## src/rtl/tx_rate_gen_pkg.sv

```systemverilog
// -----------------------------------------------------------------------------
// tx_rate_gen_pkg
// Shared definitions for the TX cadence generator: FSM state encoding, rate and
// cadence codes, frame counter width and the default frame length.
// -----------------------------------------------------------------------------
package tx_rate_gen_pkg;

    typedef enum logic [1:0] {
        ST_IDLE = 2'd0,
        ST_RUN  = 2'd1,
        ST_PEND = 2'd2
    } state_t;

    localparam logic RATE_HD  = 1'b0;
    localparam logic RATE_3G  = 1'b1;
    localparam logic CAD_INT  = 1'b0;
    localparam logic CAD_FRAC = 1'b1;

    localparam int unsigned DEF_PDROP_PERIOD = 1001;
    localparam int          FCNT_W           = 10;

endpackage

```

## src/rtl/tx_rate_gen_slot_cnt.sv

```systemverilog
// -----------------------------------------------------------------------------
// tx_slot_cnt
// Slot / frame counter. Decides, once per enabled cycle, whether the cycle
// being decided is a data slot and which frame position it occupies.
//
// Ports
//   ref_clk  in   clock
//   rst      in   synchronous active-high reset
//   tg_hdn   in   applied rate (1 = every cycle is a slot, 0 = every other)
//   clear    in   restart cadence: this decision is slot 0 of a new frame
//   ce       in   advance enable
//   slot     out  current decision is a slot
//   fcnt     out  frame position of the current decision
// -----------------------------------------------------------------------------
module tx_slot_cnt
    import tx_rate_gen_pkg::*;
#(
    parameter int unsigned pdrop_period = DEF_PDROP_PERIOD
) (
    input  logic              ref_clk,
    input  logic              rst,
    input  logic              tg_hdn,
    input  logic              clear,
    input  logic              ce,
    output logic              slot,
    output logic [FCNT_W-1:0] fcnt
);

    localparam logic [FCNT_W-1:0] FCNT_LAST = FCNT_W'(pdrop_period - 1);

    logic              phase_q, phase_d;
    logic [FCNT_W-1:0] fcnt_q, fcnt_d;
    logic              phase_eff;

    // A clear makes the cycle being decided behave as freshly reset state, so
    // the first decision after a clear is always slot 0.
    always_comb begin
        phase_eff = clear ? 1'b0 : phase_q;
        fcnt      = clear ? '0 : fcnt_q;
        slot      = (tg_hdn == RATE_3G) || !phase_eff;
        phase_d   = phase_q;
        fcnt_d    = fcnt_q;
        if (ce) begin
            phase_d = !phase_eff;
            if (slot) begin
                fcnt_d = (fcnt == FCNT_LAST) ? '0 : fcnt + 1'b1;
            end
        end
    end

    always_ff @(posedge ref_clk) begin
        if (rst) begin
            phase_q <= 1'b0;
            fcnt_q  <= '0;
        end else begin
            phase_q <= phase_d;
            fcnt_q  <= fcnt_d;
        end
    end

endmodule

```

## src/rtl/tx_rate_gen.sv

```systemverilog
// -----------------------------------------------------------------------------
// tx_rate_gen
// TX data-slot cadence generator. Produces tx_ce slot enables at 3G (every
// cycle) or HD (every other cycle) rate, in integer cadence or fractional
// cadence (the last slot of every pdrop_period-slot frame is dropped).
// Reconfiguration while running is deferred to the next frame boundary.
//
// Optional build macro: FRAC_DROP_CNT_EN adds the drop_cnt output, a
// saturating 16-bit count of dropped slots.
//
// Ports
//   ref_clk        in   clock
//   rst            in   synchronous active-high reset
//   ce             in   global clock enable
//   cfg_valid      in   configuration offer
//   cfg_tg_hdn     in   requested rate (0 HD, 1 3G)
//   cfg_frac_intn  in   requested cadence (0 integer, 1 fractional)
//   cfg_ready      out  configuration accept
//   tx_ce          out  data-slot enable
//   frame_tc       out  pulse on the last slot of each frame
//   frac_intn      out  applied cadence
//   tg_hdn         out  applied rate
//   out_valid      out  cadence generation active
//   drop_cnt       out  dropped slot count (FRAC_DROP_CNT_EN only)
//
// state   | meaning
// --------+-----------------------------------------------------------
// ST_IDLE | no cadence; waiting for the first configuration
// ST_RUN  | cadence running; new configuration may be offered
// ST_PEND | new configuration captured; applied at the next frame_tc
// -----------------------------------------------------------------------------
module tx_rate_gen
    import tx_rate_gen_pkg::*;
#(
    parameter int unsigned pdrop_period = DEF_PDROP_PERIOD
) (
    input  logic        ref_clk,
    input  logic        rst,
    input  logic        ce,
    input  logic        cfg_valid,
    input  logic        cfg_tg_hdn,
    input  logic        cfg_frac_intn,
    output logic        cfg_ready,
    output logic        tx_ce,
    output logic        frame_tc,
    output logic        frac_intn,
    output logic        tg_hdn,
    output logic        out_valid
`ifdef FRAC_DROP_CNT_EN
    ,
    output logic [15:0] drop_cnt
`endif
);

    localparam logic [FCNT_W-1:0] FCNT_LAST = FCNT_W'(pdrop_period - 1);

    state_t            state_q, state_d;
    logic              tg_hdn_q, tg_hdn_d;
    logic              frac_q, frac_d;
    logic              sh_tg_q, sh_tg_d;
    logic              sh_frac_q, sh_frac_d;
    logic              tx_ce_q, tx_ce_d;
    logic              frame_tc_q, frame_tc_d;

    logic              running, hs, swap, clear, cnt_ce;
    logic              slot, last_slot, drop_slot;
    logic [FCNT_W-1:0] fcnt;

    assign running   = (state_q != ST_IDLE);
    assign cfg_ready = (state_q != ST_PEND);
    assign hs        = cfg_valid & cfg_ready & ce;
    // The pending configuration takes over in the cycle frame_tc is visible.
    assign swap      = (state_q == ST_PEND) & frame_tc_q & ce;
    assign clear     = ((state_q == ST_IDLE) & hs) | swap;
    assign cnt_ce    = ce & (running | clear);

    tx_slot_cnt #(
        .pdrop_period (pdrop_period)
    ) u_slot_cnt (
        .ref_clk (ref_clk),
        .rst     (rst),
        .tg_hdn  (tg_hdn_q),
        .clear   (clear),
        .ce      (cnt_ce),
        .slot    (slot),
        .fcnt    (fcnt)
    );

    assign last_slot = (fcnt == FCNT_LAST);
    assign drop_slot = (frac_q == CAD_FRAC) & last_slot;

    always_comb begin
        state_d    = state_q;
        tg_hdn_d   = tg_hdn_q;
        frac_d     = frac_q;
        sh_tg_d    = sh_tg_q;
        sh_frac_d  = sh_frac_q;
        tx_ce_d    = tx_ce_q;
        frame_tc_d = frame_tc_q;

        unique case (state_q)
            ST_IDLE: begin
                if (hs) begin
                    tg_hdn_d = cfg_tg_hdn;
                    frac_d   = cfg_frac_intn;
                    state_d  = ST_RUN;
                end
            end
            ST_RUN: begin
                if (hs) begin
                    sh_tg_d   = cfg_tg_hdn;
                    sh_frac_d = cfg_frac_intn;
                    state_d   = ST_PEND;
                end
            end
            ST_PEND: begin
                if (swap) begin
                    tg_hdn_d = sh_tg_q;
                    frac_d   = sh_frac_q;
                    state_d  = ST_RUN;
                end
            end
            default: state_d = ST_IDLE;
        endcase

        if (ce) begin
            tx_ce_d    = cnt_ce & slot & !drop_slot;
            frame_tc_d = cnt_ce & slot & last_slot;
        end
    end

    always_ff @(posedge ref_clk) begin
        if (rst) begin
            state_q    <= ST_IDLE;
            tg_hdn_q   <= RATE_HD;
            frac_q     <= CAD_INT;
            sh_tg_q    <= RATE_HD;
            sh_frac_q  <= CAD_INT;
            tx_ce_q    <= 1'b0;
            frame_tc_q <= 1'b0;
        end else begin
            state_q    <= state_d;
            tg_hdn_q   <= tg_hdn_d;
            frac_q     <= frac_d;
            sh_tg_q    <= sh_tg_d;
            sh_frac_q  <= sh_frac_d;
            tx_ce_q    <= tx_ce_d;
            frame_tc_q <= frame_tc_d;
        end
    end

    assign tx_ce     = tx_ce_q & ce;
    assign frame_tc  = frame_tc_q & ce;
    assign tg_hdn    = tg_hdn_q;
    assign frac_intn = frac_q;
    assign out_valid = running;

`ifdef FRAC_DROP_CNT_EN
    logic [15:0] drop_cnt_q, drop_cnt_d;

    always_comb begin
        drop_cnt_d = drop_cnt_q;
        if (cnt_ce & slot & drop_slot & (drop_cnt_q != 16'hFFFF)) begin
            drop_cnt_d = drop_cnt_q + 16'd1;
        end
    end

    always_ff @(posedge ref_clk) begin
        if (rst) begin
            drop_cnt_q <= '0;
        end else begin
            drop_cnt_q <= drop_cnt_d;
        end
    end

    assign drop_cnt = drop_cnt_q;
`endif

endmodule

```

## config.mk

```make
export PLATFORM = sky130hd
export DESIGN_NAME = tx_rate_gen
export DESIGN_NICKNAME = d
export VERILOG_FILES = /design/src/rtl/tx_rate_gen_pkg.sv /design/src/rtl/tx_rate_gen_slot_cnt.sv /design/src/rtl/tx_rate_gen.sv
export SDC_FILE = /design/constraint.sdc
export NUM_CORES = 1
export LEC_CHECK = 0
export ABC_AREA = 0
export BUFFER_PORTS_ARGS = -buffer_cell sky130_fd_sc_hd__buf_2
export CORE_AREA = 4 4 51 53
export CTS_CLUSTER_SIZE = 20
export DETAILED_ROUTE_END_ITERATION = 6
export DIE_AREA = 0 0 55 57
export GPL_ROUTABILITY_DRIVEN = 0
export HOLD_SLACK_MARGIN = 0.02
export PLACE_DENSITY = 0.7
export SETUP_SLACK_MARGIN = 0.2
export SKIP_CTS_REPAIR_TIMING = 1
export SLEW_MARGIN = 40
export SYNTH_ARGS = -nofsm -noshare
export SYNTH_HDL_FRONTEND = slang
export SYNTH_SLANG_ARGS = --single-unit
```

## constraint.sdc

```tcl
create_clock -name ref_clk -period 2.2 [get_ports ref_clk]
set_input_delay 0.44 -clock ref_clk [delete_from_list [all_inputs] [get_ports ref_clk]]
set_output_delay 0.44 -clock ref_clk [all_outputs]
set_load 0.02 [all_outputs]
```

# Word-level counts from Yosys, hierarchy flattened
# Cells that the tools add are included.
# op_classes
addsub	1
n_eq_ne	7
n_mux	13
bitwise	14
n_reduce_logical	10
# ops
operator	count
$mux 10	2
$and 1x1->1	12
$add 10x1->10 const B	1
$eq 10x10->1 const B	1
$ne 2x2->1 const B	4
$mux 2	3
$pmux 2 s3	1
$reduce_and 3->1	2
$mux 1	5
$pmux 1 s2	2
$reduce_and 2->1	2
$reduce_bool 2->1	2
$eq 2x1->1 const B	1
$eq 2x2->1 const B	1
$logic_not 1->1	2
$logic_not 2->1	1
$or 1x1->1	2
$logic_or 1x1->1	1
# word_totals
regBits	19
input_bits	6
output_inout_bits	6
wordCells	54

# Longest topological paths before layout
# depth
word_depth	10
ltp_mapped	10
ltp_nobuf	10

# Hierarchy
# Synthesis repeated with hierarchy kept, for this count alone.
# hier_totals
hier_cells	136
hier_area_um2	1166.1
# by_module_without_submodules
mod	n_inst	cells_each	area_per_inst_um2	seq_area_each_um2
tx_slot_cnt	1	89	710.7	220.2
tx_rate_gen	1	47	455.4	160.2

# Worst setup path before layout
# Ideal clock, no wire load.
# synth_path
kind	input to register
from	in ce
to	reg tx_ce_q
setup_time_ps	132
arrival_time_ps	2218
t_required_ps	2068
setup_slack_ps	-150
cell_stages	10
path_buffers	1
path_cell_list	clkbuf_1 > nand3b_1 > and2_1 > inv_1 > ha_1 > nand4b_1 > nor3b_1 > and2_1 > a21o_1 > a21oi_1
# synth_between
elab_chain_cells	8
word_cells_on_any_way	15
cone_classes	eq/ne: 1; mux: 2; bitwise: 9; reduce/logical: 3
# synth_rtl
element	line_no	source
start, declared	tx_rate_gen.sv:39	input logic ce,
$and 1x1->1	tx_rate_gen.sv:71	assign hs = cfg_valid & cfg_ready & ce;
$and 1x1->1	tx_rate_gen.sv:74	assign clear = ((state_q == ST_IDLE) & hs) | swap;
$or 1x1->1	tx_rate_gen.sv:74	
$mux 10 / $mux 1 (equally long branches)	tx_rate_gen_slot_cnt.sv:39, tx_rate_gen_slot_cnt.sv:38	
$eq 10x10->1 / $logic_not 1->1 (equally long branches)	tx_rate_gen.sv:89, tx_rate_gen_slot_cnt.sv:40	
$and 1x1->1 / $logic_or 1x1->1 (equally long branches)	tx_rate_gen.sv:90, tx_rate_gen_slot_cnt.sv:40	
$logic_not 1->1 / $and 1x1->1 (equally long branches)	tx_rate_gen.sv:127	tx_ce_d = cnt_ce & slot & !drop_slot;
$and 1x1->1	tx_rate_gen.sv:127	
end signal, assigned	tx_rate_gen.sv:147	tx_ce_q <= tx_ce_d;
end, declared	tx_rate_gen.sv:62	logic tx_ce_q, tx_ce_d;
# Several ways; a longest one is shown, not always the timed one.
# A chain may end at the register's enable or synchronous reset.

# Final worst setup path
# layout_path
from	reg state_q[1]
to	reg u_slot_cnt.fcnt_q[6]
# layout_between
elab_chain_cells	9
word_cells_on_any_way	20
cone_classes	add/sub: 1; eq/ne: 3; mux: 3; bitwise: 8; reduce/logical: 5
# layout_rtl
element	line_no	source
start, declared	tx_rate_gen.sv:57	state_t state_q, state_d;
start signal, assigned	tx_rate_gen.sv:142	state_q <= state_d;
branches (longest 9 deep; another with $add 10x1->10)	-	
end signal, assigned	tx_rate_gen_slot_cnt.sv:57	fcnt_q <= fcnt_d;
end, declared	tx_rate_gen_slot_cnt.sv:32	logic [FCNT_W-1:0] fcnt_q, fcnt_d;
# Parallel ways; which one is timed is not known.

==> run_results.csv <==
group,metric,value,unit
outcome,status,"complete, no violations",
sta,fmax,474,MHz
worst_setup_path,cp.depth,11,
routing,routed_wl,2460,um
min_path,worstHoldStart,"cfg_tg_hdn",
synth,syn-num-nets,139,
final_layout,antenna_cells,0,
sta,slew_violations,0,
synth,seq_area_frac_synth,36.1,%
place,placed_cell_area,1160,um^2
worst_setup_path,r2r_setup_slack,0.09,ns
floorplanning,num_rows,17,
clock_tree,cts_buffer_depth,2,
sta,grt_setup_unrepaired,"yes",
place,io_buffer_count,11,
worst_setup_path,crit_family,"simple AND/OR/NAND/NOR gates",
global_route,gr-total-overflow,0,
synth,yosys_warnings,0,
worst_setup_path,crit_chain,"mux2_4 -> nand3b_1 -> and2_4 -> inv_2 -> ha_2 -> nand4b_1 -> nor3b_4 -> buf_6 -> nor2_4 -> a21oi_1 -> o21ai_1",
clock_tree,cts_htree_levels,1,
power_and_ir_drop,p_per_area,512,nW/um^2
final_layout,final_core_util,60.2,%
global_route,grt_pass1_vias,855,
worst_setup_path,path_class,"flop to flop",
sta,fin_skew,0.00102,ns
min_path,whs_endpoint,"sh_tg_q$_SDFFE_PP0P_",
worst_setup_path,arrival,2.31,ns
power_and_ir_drop,leakagePower,0.499,nW
clock_tree,clk-insertion-delay-late,0.30,ns
final_layout,layoutNonFillerInstCount,176,
routing,vias,1014,
synth,ys_seq_elements,19,
worst_setup_path,rr_worst_depth,11,
routing,drtIter0Drc,28,
final_layout,drive_above_1_share,28.4,%
floorplanning,core-area,2150,um^2
worst_setup_path,slowest_delay,0.37,ns
routing,post_drt_wl_per_cell,14.0,um
worst_setup_path,crit_slowest_cell,"dfxtp_4",
global_route,grt_pass1_wl,3760,um
sta,final_hold_viol_count,0,
floorplanning,die_w,55,um
routing,drc,0,
global_route,antenna_found_initial,0,
worst_setup_path,required,2.40,ns
worst_setup_path,critPathCaptureType,"flop",
worst_setup_path,critical_path.startpoint_type,"flop",
routing,via_per_inst,5.76,
sta,setup_tns,0,ns
clock_tree,cts_tree,"built",
worst_setup_path,rr_endpoint,"u_slot_cnt.fcnt_q[6]$_SDFFE_PP0P_",
clock_tree,cts.sinks,19,
sta,worst_pin_slew,0.476,ns
place,post-place-ws,-0.0209,ns
final_layout,fin_area,1290,um^2
global_route,grt_usage,16.3,%
synth,syn_inst,131,
worst_setup_path,cp_max_fo,5,
place,placed_cells,168,
floorplanning,chipHeight,57,um
synth,synthesis.area,1050,um^2
sta,relSlewSlack,68.1,%
sta,layout_min_cycle_time,2.11,ns
routing,drtPass1Iterations,4,
clock_tree,clk_pin_slew,0.10,ns
sta,setup_ws,0.0911,ns
floorplanning,dieArea,3140,um^2
final_layout,nets,157,
floorplanning,ios,12,
routing,ant_nets,0,
worst_setup_path,timing.rr.start,"state_q[1]$_SDFFE_PP0P_",
clock_tree,cts_made_buffers,3,
global_route,grt_max_degree,23,
sta,finalSetupViolCount,0,
min_path,worstHoldPathCells,3,
final_layout,area_growth,22.8,%
clock_tree,cts-root-buf,"clkbuf_4",
worst_setup_path,path_buf_inv,2,
min_path,hold_path.class,"primary input to flop",
sta,period_share,95.9,%
synth,synth_cell_types,40,
power_and_ir_drop,ir_worst_vdd,0.411,mV
place,dp_hpwl,1630,um
floorplanning,start_util,49.0,%
synth,avgSynthCellArea,8.04,um^2
run,cap_violations,0,
-- placed cells by master, fill, tap and decap left out, types with 4 or more instances in the layout --
cell / netlist / layout
a21oi_1: 10 / 9
buf_2: 1 / 11
buf_4: 0 / 7
dfxtp_1: 19 / 18
mux2i_1: 4 / 4
nand2_1: 11 / 10
nand3_1: 9 / 7
nor2_1: 13 / 12
o21ai_1: 1 / 7
-- kinds of logic after synthesis --
| kind of cell | Yosys count | share of synthesized area (%) |
|---|---|---|
| buffers and inverters | 10 | 4.39 |
| AND/OR/NAND/NOR | 62 | 31.7 |
| XOR/XNOR | 1 | 0.832 |
| adder cells (fa/ha/maj) | 2 | 2.37 |
| multiplexers | 5 | 5.23 |
| AO/OA/AOI/OAI | 32 | 19.4 |
| flip-flops | 19 | 36.1 |
-- sequential cells by signal, indices dropped and copies added (netlist names) --
name,flops
sh_frac_q,1
u_slot_cnt.phase_q,1
frame_tc_q,1
tg_hdn,1
state_q,2
sh_tg_q,1
tx_ce_q,1
u_slot_cnt.fcnt_q,10
frac_intn,1
-- worst reg2reg max path, stage by stage, from the launching register on --
cell	delay [ns]
dfxtp_4	0.37
mux2_4	0.20
nand3b_1	0.13
and2_4	0.20
inv_2	0.04
ha_2	0.15
nand4b_1	0.18
nor3b_4	0.29
buf_6	0.17
nor2_4	0.05
a21oi_1	0.15
o21ai_1	0.08
-- power breakdown --
group | internal, W | switching (W)
sequential | 0.000355 | 0.0000101
clock | 0.0000707 | 0.000107
combinational | 0.0000493 | 0.0000708
total | 0.000475 | 0.000188
-- layer usage --
metal / routed length (um) / share of wire [%] / global-route usage (%) / vias to the layer above
met3: 103 / 4.2 / 2.35 / 9
met5: 0 / 0 / 0 / -
met1: 1060 / 43 / 20.6 / 479
li1: - / - / - / 504
met2: 1230 / 50 / 25.8 / 22
met4: 69 / 2.8 / 9.38 / 0
-- cell type report --
| cell class | count | area (um^2) |
|---|---|---|
| Fill cell | 191 | 855 |
| Multi-Input combinational cell | 102 | 714 |
| Sequential cell | 19 | 384 |
| Timing Repair Buffer | 19 | 119 |
| Tap cell | 28 | 35.0 |
| Clock buffer | 4 | 26.3 |
| Inverter | 4 | 15.0 |
-- worst max path at each step --
stage	from	endpoint	slack, ns
finish	state_q[1]$_SDFFE_PP0P_	u_slot_cnt.fcnt_q[6]$_SDFFE_PP0P_	0.09
global route	state_q[1]$_SDFFE_PP0P_	u_slot_cnt.fcnt_q[6]$_SDFFE_PP0P_	-0.02
CTS	state_q[1]$_SDFFE_PP0P_	tx_ce_q$_SDFFE_PP0P_	0.08
detailed placement	cfg_valid	tx_ce_q$_SDFFE_PP0P_	-0.02
global placement	cfg_valid	tx_ce_q$_SDFFE_PP0P_	0.05
floorplan	ce	tx_ce_q$_SDFFE_PP0P_	0.16
-- Yosys cell counts, drive strengths merged --
master | number | area [um^2]
o22a | 1 | 8.76
nor3 | 4 | 20.0
o21ai | 9 | 48.8
or2 | 1 | 6.26
nand4b | 3 | 26.3
mux2 | 1 | 15.0
a21oi | 10 | 50.1
clkbuf | 3 | 11.3
and3b | 1 | 12.5
a41oi | 1 | 8.76
o21a | 1 | 7.51
o31ai | 1 | 7.51
mux2i | 4 | 40.0
buf | 3 | 20.0
dfxtp | 19 | 380
nor3b | 1 | 7.51
or3 | 2 | 12.5
nand3b | 2 | 15.0
nand2b | 3 | 18.8
nor2 | 13 | 48.8
nor2b | 3 | 18.8
a311oi | 2 | 17.5
a21o | 1 | 7.51
and3 | 1 | 6.26
o311a | 1 | 10.0
and2 | 5 | 31.3
and4 | 1 | 8.76
xor2 | 1 | 8.76
a211oi | 4 | 30.0
or2b | 1 | 7.51
ha | 2 | 25.0
o211ai | 1 | 7.51
nand2 | 11 | 41.3
inv | 4 | 15.0
nand3 | 9 | 45.0
or4 | 1 | 7.51
-- per-stage QoR --
stage | hold WS (ns) | power (W)
after floorplan | 0.438 | 0.000454
after global placement | 0.450 | 0.000478
after detailed placement | 0.459 | 0.000482
after CTS | 0.386 | 0.000656
after global routing | 0.409 | 0.000700
final | 0.385 | 0.000662
Note: power is estimated with default switching activity, not from simulation.
